[src/rtl/gcd_rr_arbiter_pkg.sv]
// Shared definitions for the GCD round-robin arbiter and other GCD-side blocks.
// Latency: n/a (types and constant functions only).
// Backpressure: n/a.
package gcd_rr_arbiter_pkg;

    // Controller state. Code 3 is unused and is treated as a fault that
    // recovers to idle.
    typedef enum logic [1:0] {
        ST_IDLE = 2'd0,
        ST_SEND = 2'd1,
        ST_WAIT = 2'd2
    } state_t;

    // Ceiling log2 for sizing index registers; returns 0 for v <= 1.
    function automatic int clog2(input int v);
        int r;
        r = 0;
        while ((1 << r) < v) begin
            r = r + 1;
        end
        return r;
    endfunction

endpackage

[src/rtl/gcd_rr_arbiter_if.sv]
// Bundle of requester-side and GCD-unit-side handshakes around the arbiter.
// Latency: n/a (wiring only).
// Backpressure: val/rdy on every channel; a beat moves when both are high.
//
// master: the arbiter's view. slave: the clients plus the GCD unit.
// Requester operands are packed per slot: slot i is bits [i*W +: W].
interface gcd_rr_arbiter_if #(
    parameter int W       = 16,
    parameter int NUM_REQ = 4
);
    // Requester operand channels
    logic [NUM_REQ*W-1:0] req_bits_A;
    logic [NUM_REQ*W-1:0] req_bits_B;
    logic [NUM_REQ-1:0]   req_val;
    logic [NUM_REQ-1:0]   req_rdy;
    // Requester result channels (data shared, valid steered)
    logic [W-1:0]         resp_bits_data;
    logic [NUM_REQ-1:0]   resp_val;
    logic [NUM_REQ-1:0]   resp_rdy;
    // GCD unit operand channel
    logic [W-1:0]         operands_bits_A;
    logic [W-1:0]         operands_bits_B;
    logic                 operands_val;
    logic                 operands_rdy;
    // GCD unit result channel
    logic [W-1:0]         result_bits_data;
    logic                 result_val;
    logic                 result_rdy;

    modport master (
        input  req_bits_A, req_bits_B, req_val, resp_rdy,
        input  operands_rdy, result_bits_data, result_val,
        output req_rdy, resp_bits_data, resp_val,
        output operands_bits_A, operands_bits_B, operands_val, result_rdy
    );

    modport slave (
        output req_bits_A, req_bits_B, req_val, resp_rdy,
        output operands_rdy, result_bits_data, result_val,
        input  req_rdy, resp_bits_data, resp_val,
        input  operands_bits_A, operands_bits_B, operands_val, result_rdy
    );
endinterface

[src/rtl/gcd_rr_pick.sv]
// Rotating-priority picker: first set request at or after ptr, wrapping.
// Latency: purely combinational.
// Backpressure: none; the caller decides whether the grant is consumed.
//
// Ports: req_i (request vector), ptr_i (highest-priority slot),
//        gnt_o (one-hot grant), idx_o (grant index), any_o (some request set).
module gcd_rr_pick #(
    parameter int N     = 4,
    parameter int IDX_W = 2
) (
    input  logic [N-1:0]     req_i,
    input  logic [IDX_W-1:0] ptr_i,
    output logic [N-1:0]     gnt_o,
    output logic [IDX_W-1:0] idx_o,
    output logic             any_o
);

    logic [IDX_W-1:0] cand;

    always_comb begin
        gnt_o = '0;
        idx_o = '0;
        any_o = 1'b0;
        cand  = '0;
        for (int k = 0; k < N; k++) begin
            // Wrap with an explicit modulo so N need not be a power of two.
            cand = IDX_W'((int'(ptr_i) + k) % N);
            if (!any_o && req_i[cand]) begin
                any_o       = 1'b1;
                gnt_o[cand] = 1'b1;
                idx_o       = cand;
            end
        end
    end

endmodule

[src/rtl/gcd_rr_arbiter.sv]
// Shares one GCD unit among NUM_REQ requesters, one operation in flight.
// Latency: 1 cycle grant (IDLE) + >=1 cycle issue (SEND) + GCD unit latency.
// Backpressure: no grant while busy; result held in WAIT until owner is ready.
//
// Ports: clk, reset (async, active-low), bus (gcd_rr_arbiter_if.master):
//   requester operands in / req_rdy out, steered result out / resp_rdy in,
//   operands out to the GCD unit, result in from the GCD unit.
module gcd_rr_arbiter
    import gcd_rr_arbiter_pkg::*;
#(
    parameter int W       = 16,
    parameter int NUM_REQ = 4
) (
    input  logic             clk,
    input  logic             reset,
    gcd_rr_arbiter_if.master bus
);

    localparam int IDX_W = clog2(NUM_REQ);

    state_t           state_q, state_d;
    logic [IDX_W-1:0] ptr_q, ptr_d;
    logic [IDX_W-1:0] owner_q, owner_d;
    logic [W-1:0]     a_q, a_d;
    logic [W-1:0]     b_q, b_d;

    logic [NUM_REQ-1:0] pick_gnt;
    logic [IDX_W-1:0]   pick_idx;
    logic               pick_any;

    logic [W-1:0]       a_sel, b_sel;
    logic [NUM_REQ-1:0] req_rdy;
    logic [NUM_REQ-1:0] resp_val;
    logic [W-1:0]       resp_data;
    logic               operands_val;
    logic               result_rdy;

    gcd_rr_pick #(
        .N     (NUM_REQ),
        .IDX_W (IDX_W)
    ) u_pick (
        .req_i (bus.req_val),
        .ptr_i (ptr_q),
        .gnt_o (pick_gnt),
        .idx_o (pick_idx),
        .any_o (pick_any)
    );

    // Operand mux for the current winner.
    always_comb begin
        a_sel = '0;
        b_sel = '0;
        for (int i = 0; i < NUM_REQ; i++) begin
            if (pick_idx == IDX_W'(i)) begin
                a_sel = bus.req_bits_A[i*W +: W];
                b_sel = bus.req_bits_B[i*W +: W];
            end
        end
    end

    always_comb begin
        state_d      = state_q;
        ptr_d        = ptr_q;
        owner_d      = owner_q;
        a_d          = a_q;
        b_d          = b_q;
        req_rdy      = '0;
        resp_val     = '0;
        resp_data    = '0;
        operands_val = 1'b0;
        result_rdy   = 1'b0;

        case (state_q)
            ST_IDLE: begin
                // Ready only goes to a requester whose valid is high, so a
                // grant in IDLE is always a fire.
                req_rdy = pick_gnt;
                if (pick_any) begin
                    a_d     = a_sel;
                    b_d     = b_sel;
                    owner_d = pick_idx;
                    state_d = ST_SEND;
                end
            end
            ST_SEND: begin
                operands_val = 1'b1;
                if (bus.operands_rdy) begin
                    state_d = ST_WAIT;
                end
            end
            ST_WAIT: begin
                // Result path is pass-through; the GCD unit holds its result
                // while the owner stalls.
                result_rdy        = bus.resp_rdy[owner_q];
                resp_val[owner_q] = bus.result_val;
                resp_data         = bus.result_bits_data;
                if (bus.result_val && bus.resp_rdy[owner_q]) begin
                    ptr_d   = (owner_q == IDX_W'(NUM_REQ - 1)) ? '0
                                                               : owner_q + IDX_W'(1);
                    state_d = ST_IDLE;
                end
            end
            default: begin
                state_d = ST_IDLE;
            end
        endcase

        // Outputs are forced quiet while reset is held so that a pending
        // request cannot see ready during reset.
        if (!reset) begin
            req_rdy      = '0;
            resp_val     = '0;
            resp_data    = '0;
            operands_val = 1'b0;
            result_rdy   = 1'b0;
        end
    end

    always_ff @(posedge clk or negedge reset) begin
        if (!reset) begin
            state_q <= ST_IDLE;
            ptr_q   <= '0;
            owner_q <= '0;
            a_q     <= '0;
            b_q     <= '0;
        end else begin
            state_q <= state_d;
            ptr_q   <= ptr_d;
            owner_q <= owner_d;
            a_q     <= a_d;
            b_q     <= b_d;
        end
    end

    assign bus.req_rdy         = req_rdy;
    assign bus.resp_val        = resp_val;
    assign bus.resp_bits_data  = resp_data;
    assign bus.operands_val    = operands_val;
    assign bus.operands_bits_A = a_q;
    assign bus.operands_bits_B = b_q;
    assign bus.result_rdy      = result_rdy;

endmodule
[src/flat_wrapper.sv]
// flat-port wrapper written by rule: the top's interface ports become plain ports
module gcd_rr_arbiter_flat import gcd_rr_arbiter_pkg::*;
#(
    parameter int W       = 16,
    parameter int NUM_REQ = 4
)
  (clk, reset, bus_req_bits_A, bus_req_bits_B, bus_req_val, bus_resp_rdy, bus_operands_rdy, bus_result_bits_data, bus_result_val, bus_req_rdy, bus_resp_bits_data, bus_resp_val, bus_operands_bits_A, bus_operands_bits_B, bus_operands_val, bus_result_rdy);
  gcd_rr_arbiter_if #(.W(W), .NUM_REQ(NUM_REQ)) bus_i ();
  input  logic clk;
  input  logic reset;
  input wire logic [$bits(bus_i.req_bits_A)-1:0] bus_req_bits_A;
  input wire logic [$bits(bus_i.req_bits_B)-1:0] bus_req_bits_B;
  input wire logic [$bits(bus_i.req_val)-1:0] bus_req_val;
  input wire logic [$bits(bus_i.resp_rdy)-1:0] bus_resp_rdy;
  input wire logic [$bits(bus_i.operands_rdy)-1:0] bus_operands_rdy;
  input wire logic [$bits(bus_i.result_bits_data)-1:0] bus_result_bits_data;
  input wire logic [$bits(bus_i.result_val)-1:0] bus_result_val;
  output wire logic [$bits(bus_i.req_rdy)-1:0] bus_req_rdy;
  output wire logic [$bits(bus_i.resp_bits_data)-1:0] bus_resp_bits_data;
  output wire logic [$bits(bus_i.resp_val)-1:0] bus_resp_val;
  output wire logic [$bits(bus_i.operands_bits_A)-1:0] bus_operands_bits_A;
  output wire logic [$bits(bus_i.operands_bits_B)-1:0] bus_operands_bits_B;
  output wire logic [$bits(bus_i.operands_val)-1:0] bus_operands_val;
  output wire logic [$bits(bus_i.result_rdy)-1:0] bus_result_rdy;
  assign bus_i.req_bits_A = bus_req_bits_A;
  assign bus_i.req_bits_B = bus_req_bits_B;
  assign bus_i.req_val = bus_req_val;
  assign bus_i.resp_rdy = bus_resp_rdy;
  assign bus_i.operands_rdy = bus_operands_rdy;
  assign bus_i.result_bits_data = bus_result_bits_data;
  assign bus_i.result_val = bus_result_val;
  assign bus_req_rdy = bus_i.req_rdy;
  assign bus_resp_bits_data = bus_i.resp_bits_data;
  assign bus_resp_val = bus_i.resp_val;
  assign bus_operands_bits_A = bus_i.operands_bits_A;
  assign bus_operands_bits_B = bus_i.operands_bits_B;
  assign bus_operands_val = bus_i.operands_val;
  assign bus_result_rdy = bus_i.result_rdy;
  gcd_rr_arbiter #(.W(W), .NUM_REQ(NUM_REQ)) u_core (.clk(clk), .reset(reset), .bus(bus_i));
endmodule
[config.mk]
export PLATFORM = sky130hd
export DESIGN_NAME = gcd_rr_arbiter_flat
export DESIGN_NICKNAME = d
export VERILOG_FILES = /design/src/rtl/gcd_rr_arbiter_pkg.sv /design/src/rtl/gcd_rr_arbiter_if.sv /design/src/rtl/gcd_rr_pick.sv /design/src/rtl/gcd_rr_arbiter.sv /design/src/flat_wrapper.sv
export SDC_FILE = /design/constraint.sdc
export NUM_CORES = 1
export LEC_CHECK = 0
export CORE_MARGIN = 2
export CORE_UTILIZATION = 33
export CTS_CLUSTER_DIAMETER = 80
export DETAILED_ROUTE_END_ITERATION = 10
export PLACE_DENSITY = 0.84
export SLEW_MARGIN = 20
export SYNTH_ARGS = -nofsm -noshare
export SYNTH_HDL_FRONTEND = slang
export SYNTH_HIERARCHICAL = 1
export SYNTH_SLANG_ARGS = --single-unit
[constraint.sdc]
create_clock -name clk -period 2.8 [get_ports clk]
set_input_delay 0.56 -clock clk [delete_from_list [all_inputs] [get_ports clk]]
set_output_delay 0.56 -clock clk [all_outputs]
set_load 0.005 [all_outputs]
==> results_dict.tcl, run 1 <==
set metrics [dict create \
    status "finished, violations left" \
    violations "setup timing" \
    start_util_pct 33.8 \
    gp_congestion 0.775 \
    io-pin-count 214 \
    reg2reg_slack_ns -0.04 \
    syn_area_per_cell_um2 14.5 \
    antenna_cells 0 \
    rows 35 \
    layout-drive-gt1-share_pct 29.2 \
    vias_per_cell 5.05 \
    cts_buffers 5 \
    final.min_clock_period_ns 2.90 \
    r2r-end "u_core/bus.operands_bits_B[2]$_DFFE_PN0P_" \
    drv_slew 0 \
    grt_max_degree 34 \
    synth-main-ff-cell "dfrtp_1" \
    grt_pass1_wl_um 14600 \
    hpwl_um 8050 \
    tritoncts "done" \
    power_leakage_nw 2.29 \
    grt_pass1_vias 2895 \
    yosys.area.top_type "dfrtp_1" \
    synth.top_cells.by_count "38 x dfrtp_1, 31 x mux2_4, 30 x mux4_2" \
    cp.required_ns 2.24 \
    fin_area_um2 5620 \
    start_kind "register" \
    finClkSkew_ns 0.00313 \
    setup_slack_ns -0.0958 \
    portBuffers 213 \
    synth_area_um2 3110 \
    ys_top_cells_by_area "dfrtp_1 31%, mux4_2 22%, mux2_4 15%" \
    vias 2827 \
    antenna_found_initial 0 \
    fin_setup_tns_ns -0.772 \
    syn-num-nets 380 \
    max_cap_viol_count 0 \
    dr.pass1.iters 4 \
    setup.worst_path.start "u_core/ptr_q[0]$_DFFE_PN0P_" \
    cts.sinks 38 \
    dieArea_um2 10200 \
    die_w_um 101 \
    core_area_um2 9200 \
    async_flop_share_pct 100 \
    post-place-ws_ns -0.752 \
    instances_no_fill 560 \
    syn2layout_area_growth_pct 80.7 \
    synth_enable_flop_cells 0 \
    min_period_over_period_pct 103 \
    r2r_start "u_core/ptr_q[0]$_DFFE_PN0P_" \
    ys_ff_latch 38 \
    end_kind "primary output" \
    cts_root_buf "clkbuf_8" \
    r2r_cells 9 \
    yosysWarnings 6 \
    hold_viol_final 0 \
    grt-ovfl-total 0 \
    synthCells 215 \
    cts_buffer_depth 2 \
    cellPowerDensity_nw_per_um2 1100 \
    p_total_mw 6.17 \
    rsz0062_at_grt "yes" \
    track_usage_pct 18.2 \
    cts.clk_slew.worst_paths_ns 0.08 \
    drt-initial-drc-count 66 \
    hp-class "in2async" \
    vdd_drop_max_uv 587 \
    drc 0 \
    htree_levels 2 \
    worstPathArrival_ns 2.34 \
    ys_types 36 \
    tightest_slew_ns 0.525 \
    setup_violations 31 \
    drtAntennaViolNets 0 \
    die_h_um 101 \
    synth.most_common_cell "dfrtp_1" \
    synth_top_area_share_pct 30.6 \
    crit_fanout 4 \
    clk_latency_ns 0.28 \
    nets 613 \
    max_freq_mhz 345 \
    slew_headroom_pct 65.0 \
    dp_cells 544 \
    criticalPathCategory "reg2out" \
    wirelength_um 9970 \
    dpl_cell_area_um2 5470 \
    yosysSeqAreaShare_pct 30.6 \
    wl_per_cell_um 17.8 \
    crit_end "bus_req_rdy[1]" \
]
-- cell usage in the layout, fill, tap and decap left out, drive strengths merged, types with 2 or more instances in the layout --
cell type and count:
nor2 5, ha 9, and3 9, buf 35, a22oi 8, clkbuf 6, and2 17, dfrtp 38
dlygate4sd2 3, nand2 4, o21ai 6, and3b 2, mux2 38, mux2i 3, nand2b 2, mux4 36
inv 6, clkdlybuf4s50 204
-- logic make-up (layout without fill, tap and decap cells) --
kind of cell    after synthesis  after routing  synth area share (%)
simple gates                 46             46                  9.57
mux                          77             77                  45.3
buf+inv                      23            257                  6.11
flops                        38             38                  30.6
fa+ha+maj                     9              9                  3.62
compound gates               22             22                  4.87
-- metrics by stage --
step / util, % / hold slack (ns)
5_1_grt: 61.1 / 0.198
6_report: 61.1 / 0.202
4_1_cts: 60.8 / 0.199
3_3_place_gp: 59.5 / 0.491
3_5_place_dp: 59.5 / 0.492
2_1_floorplan: - / 0.264
-- area by class of cell --
cell class,count,area [µm²]
clock buffer,6,82.6
clock inverter,2,12.5
fill,756,3580
inverter,6,25.0
multi-input combinational,154,2000
sequential,38,953
tap,111,139
timing repair buffer,243,2410
-- repair_timing --
| item | CTS | global route |
|---|---|---|
| endpoints found under the setup margin | 38 | 36 |
| cloned | 0 | 0 |
| hold buffers | 0 | 0 |
| gates resized for setup | 36 | 6 |
| pin swaps | 9 | 1 |
| setup buffers | 8 | 0 |
-- sequential cells by signal (all words and copies together), names as in the netlist --
signal,flops
u_core/state_q,2
u_core/ptr_q,2
u_core/bus.operands_bits_B,16
u_core/bus.operands_bits_A,16
u_core/owner_q,2
-- layer usage --
| layer | global-route usage (%) | vias to the layer above | share of wire (%) |
|---|---|---|---|
| met5 | 0 | - | 0 |
| met2 | 34.6 | 105 | 55 |
| met1 | 20.7 | 1399 | 37 |
| met4 | 4.05 | 0 | 1.0 |
| li1 | - | 1313 | - |
| met3 | 3.61 | 10 | 7.0 |
-- report_power, final --
part	leakage (nW)	internal (mW)	switching [mW]	total, mW
registers	0.446	0.859	0.218	1.08
logic	1.80	3.00	1.70	4.70
clock network	0.0472	0.198	0.194	0.392
-- worst min path at each step --
| stage | slack, ns | depth (start not counted) | to | from |
|---|---|---|---|---|
| after floorplan | 0.26 | 0 | u_core/bus.operands_bits_A[0]$_DFFE_PN0P_ | reset |
| after global placement | 0.49 | 1 | u_core/bus.operands_bits_B[9]$_DFFE_PN0P_ | u_core/bus.operands_bits_B[9]$_DFFE_PN0P_ |
| after detailed placement | 0.49 | 1 | u_core/bus.operands_bits_B[13]$_DFFE_PN0P_ | u_core/bus.operands_bits_B[13]$_DFFE_PN0P_ |
| after CTS | 0.20 | 2 | u_core/owner_q[0]$_DFFE_PN0P_ | reset |
| after global routing | 0.20 | 2 | u_core/bus.operands_bits_B[12]$_DFFE_PN0P_ | reset |
| final | 0.20 | 2 | u_core/state_q[1]$_DFFE_PN0P_ | reset |
-- critical path: stages (launching register included) --
cell     delay (ns)
dfrtp_2        0.43
buf_6          0.12
mux4_2         0.55
nor4b_4        0.35
buf_4          0.18
a22oi_1        0.06
o21ai_1        0.10
and3_1         0.15
buf_2          0.11
Note: power is estimated with default switching activity, not from simulation.
==> inputs of run 2 (changes only) <==
- SKIP_CTS_REPAIR_TIMING: not set -> 1
==> results_dict.tcl, run 2 (synthesis gave the netlist of run 1 again) <==
set metrics [dict create \
    io-pin-count 214 \
    drtAntennaViolNets 0 \
    instances_no_fill 564 \
    track_usage_pct 17.8 \
    setup_violations 22 \
    cellPowerDensity_nw_per_um2 1140 \
    grt_pass1_wl_um 14300 \
    start_util_pct 33.8 \
    criticalPathCategory "reg2out" \
    r2r_start "u_core/ptr_q[1]$_DFFE_PN0P_" \
    rows 35 \
    die_h_um 101 \
    gp_congestion 0.775 \
    rsz0062_at_grt "yes" \
    tritoncts "done" \
    wl_per_cell_um 18.2 \
    dieArea_um2 10200 \
    antenna_found_initial 0 \
    grt_max_degree 34 \
    cts.clk_slew.worst_paths_ns 0.07 \
    core_area_um2 9200 \
    fin_area_um2 5760 \
    max_freq_mhz 343 \
    slew_headroom_pct 64.9 \
    dp_cells 544 \
    vias_per_cell 5.04 \
    cp.required_ns 2.24 \
    min_period_over_period_pct 104 \
    power_leakage_nw 2.39 \
    end_kind "primary output" \
    fin_setup_tns_ns -1.59 \
    fillers 740 \
    vdd_drop_max_uv 618 \
    hpwl_um 8050 \
    cts_buffers 5 \
    grt-ovfl-total 0 \
    finClkSkew_ns 0.00245 \
    status "finished, violations left" \
    clk_latency_ns 0.28 \
    drv_slew 0 \
    grt_pass1_vias 2838 \
    worstPathArrival_ns 2.36 \
    final.min_clock_period_ns 2.92 \
    start_kind "register" \
    htree_levels 2 \
    crit_fanout 4 \
    vias 2844 \
    dpl_cell_area_um2 5470 \
    tightest_slew_ns 0.526 \
    dr.pass1.iters 4 \
    max_cap_viol_count 0 \
    drc 0 \
    layout_common_cells "204 x clkdlybuf4s50_1, 36 x dfrtp_1, 34 x mux4_2" \
    r2r_cells 11 \
    violations "setup timing" \
    die_w_um 101 \
    cts_buffer_depth 2 \
    antenna_cells 0 \
    syn2layout_area_growth_pct 85.2 \
    layout-drive-gt1-share_pct 29.4 \
    cts.sinks 38 \
    reg2reg_slack_ns -0.09 \
    setup_slack_ns -0.118 \
    cts_root_buf "clkbuf_8" \
    drt-initial-drc-count 65 \
    wirelength_um 10200 \
    r2r-end "u_core/bus.operands_bits_B[9]$_DFFE_PN0P_" \
    nets 617 \
    layout_commonest_cell "clkdlybuf4s50_1" \
    hp-class "in2async" \
    portBuffers 213 \
    p_total_mw 6.54 \
    hold_viol_final 0 \
]
-- run 2: cell count changes in the layout (fill, tap and decap cells not counted), moves of 2 or more --
cell / delta
buf_2: -2
buf_4: -3
buf_6: +3
clkbuf_16: +3
dlygate4sd2_1: -3
dlymetal6s2s_1: +5
mux4_1: +2
mux4_2: -2
-- run 2: critical path, stage by stage (launching register included) --
cell	delay (ns)
dfrtp_2	0.44
buf_6	0.12
mux4_2	0.55
nor4b_4	0.37
buf_4	0.19
a22oi_2	0.05
o21ai_1	0.08
and3_1	0.16
buf_2	0.11
-- run 2: through the flow --
stage | hold WS [ns] | utilization, % | setup WS [ns]
finish | 0.201 | 62.6 | -0.118
global route | 0.202 | 62.6 | -0.215
CTS | 0.199 | 60.5 | -0.755
detailed placement | 0.492 | 59.5 | -0.752
global placement | 0.491 | 59.5 | -0.629
floorplan | 0.264 | - | -0.0747
-- run 2: final cells by class --
cell class                      instances  area (µm²)  share of cell area (%)
Timing Repair Buffer                  247        2540                    44.1
Multi-Input combinational cell        154        2010                    34.9
Sequential cell                        38         953                    16.6
Tap cell                              111         139                    2.41
Clock buffer                            6        82.6                    1.43
Inverter                                6        25.0                   0.434
Clock inverter                          2        12.5                   0.217
-- run 2: metal layers --
metal / vias to the layer above / track usage (%) / share of wire (%)
met5: - / 0 / 0
met4: 0 / 4.05 / 1.1
met3: 8 / 3.61 / 6.8
met2: 103 / 34.1 / 54
met1: 1412 / 20.0 / 38
li1: 1321 / - / -
-- run 2: where the power goes --
group	internal (mW)	switching [mW]	leakage [nW]	total, mW
Combinational	3.27	1.80	1.90	5.07
Sequential	0.859	0.218	0.446	1.08
Clock	0.198	0.193	0.0472	0.391
-- run 2: worst max-delay path by stage --
stage / from / to / slack (ns) / depth (start not counted)
finish: u_core/ptr_q[0]$_DFFE_PN0P_ / bus_req_rdy[0] / -0.12 / 8
CTS: bus_req_val[3] / bus_req_rdy[3] / -0.75 / 7
detailed placement: bus_req_val[3] / bus_req_rdy[3] / -0.75 / 7
global placement: bus_req_val[3] / bus_req_rdy[3] / -0.63 / 7
floorplan: u_core/ptr_q[0]$_DFFE_PN0P_ / u_core/bus.operands_bits_A[10]$_DFFE_PN0P_ / -0.07 / 12
global route: u_core/ptr_q[0]$_DFFE_PN0P_ / bus_req_rdy[0] / -0.21 / 8
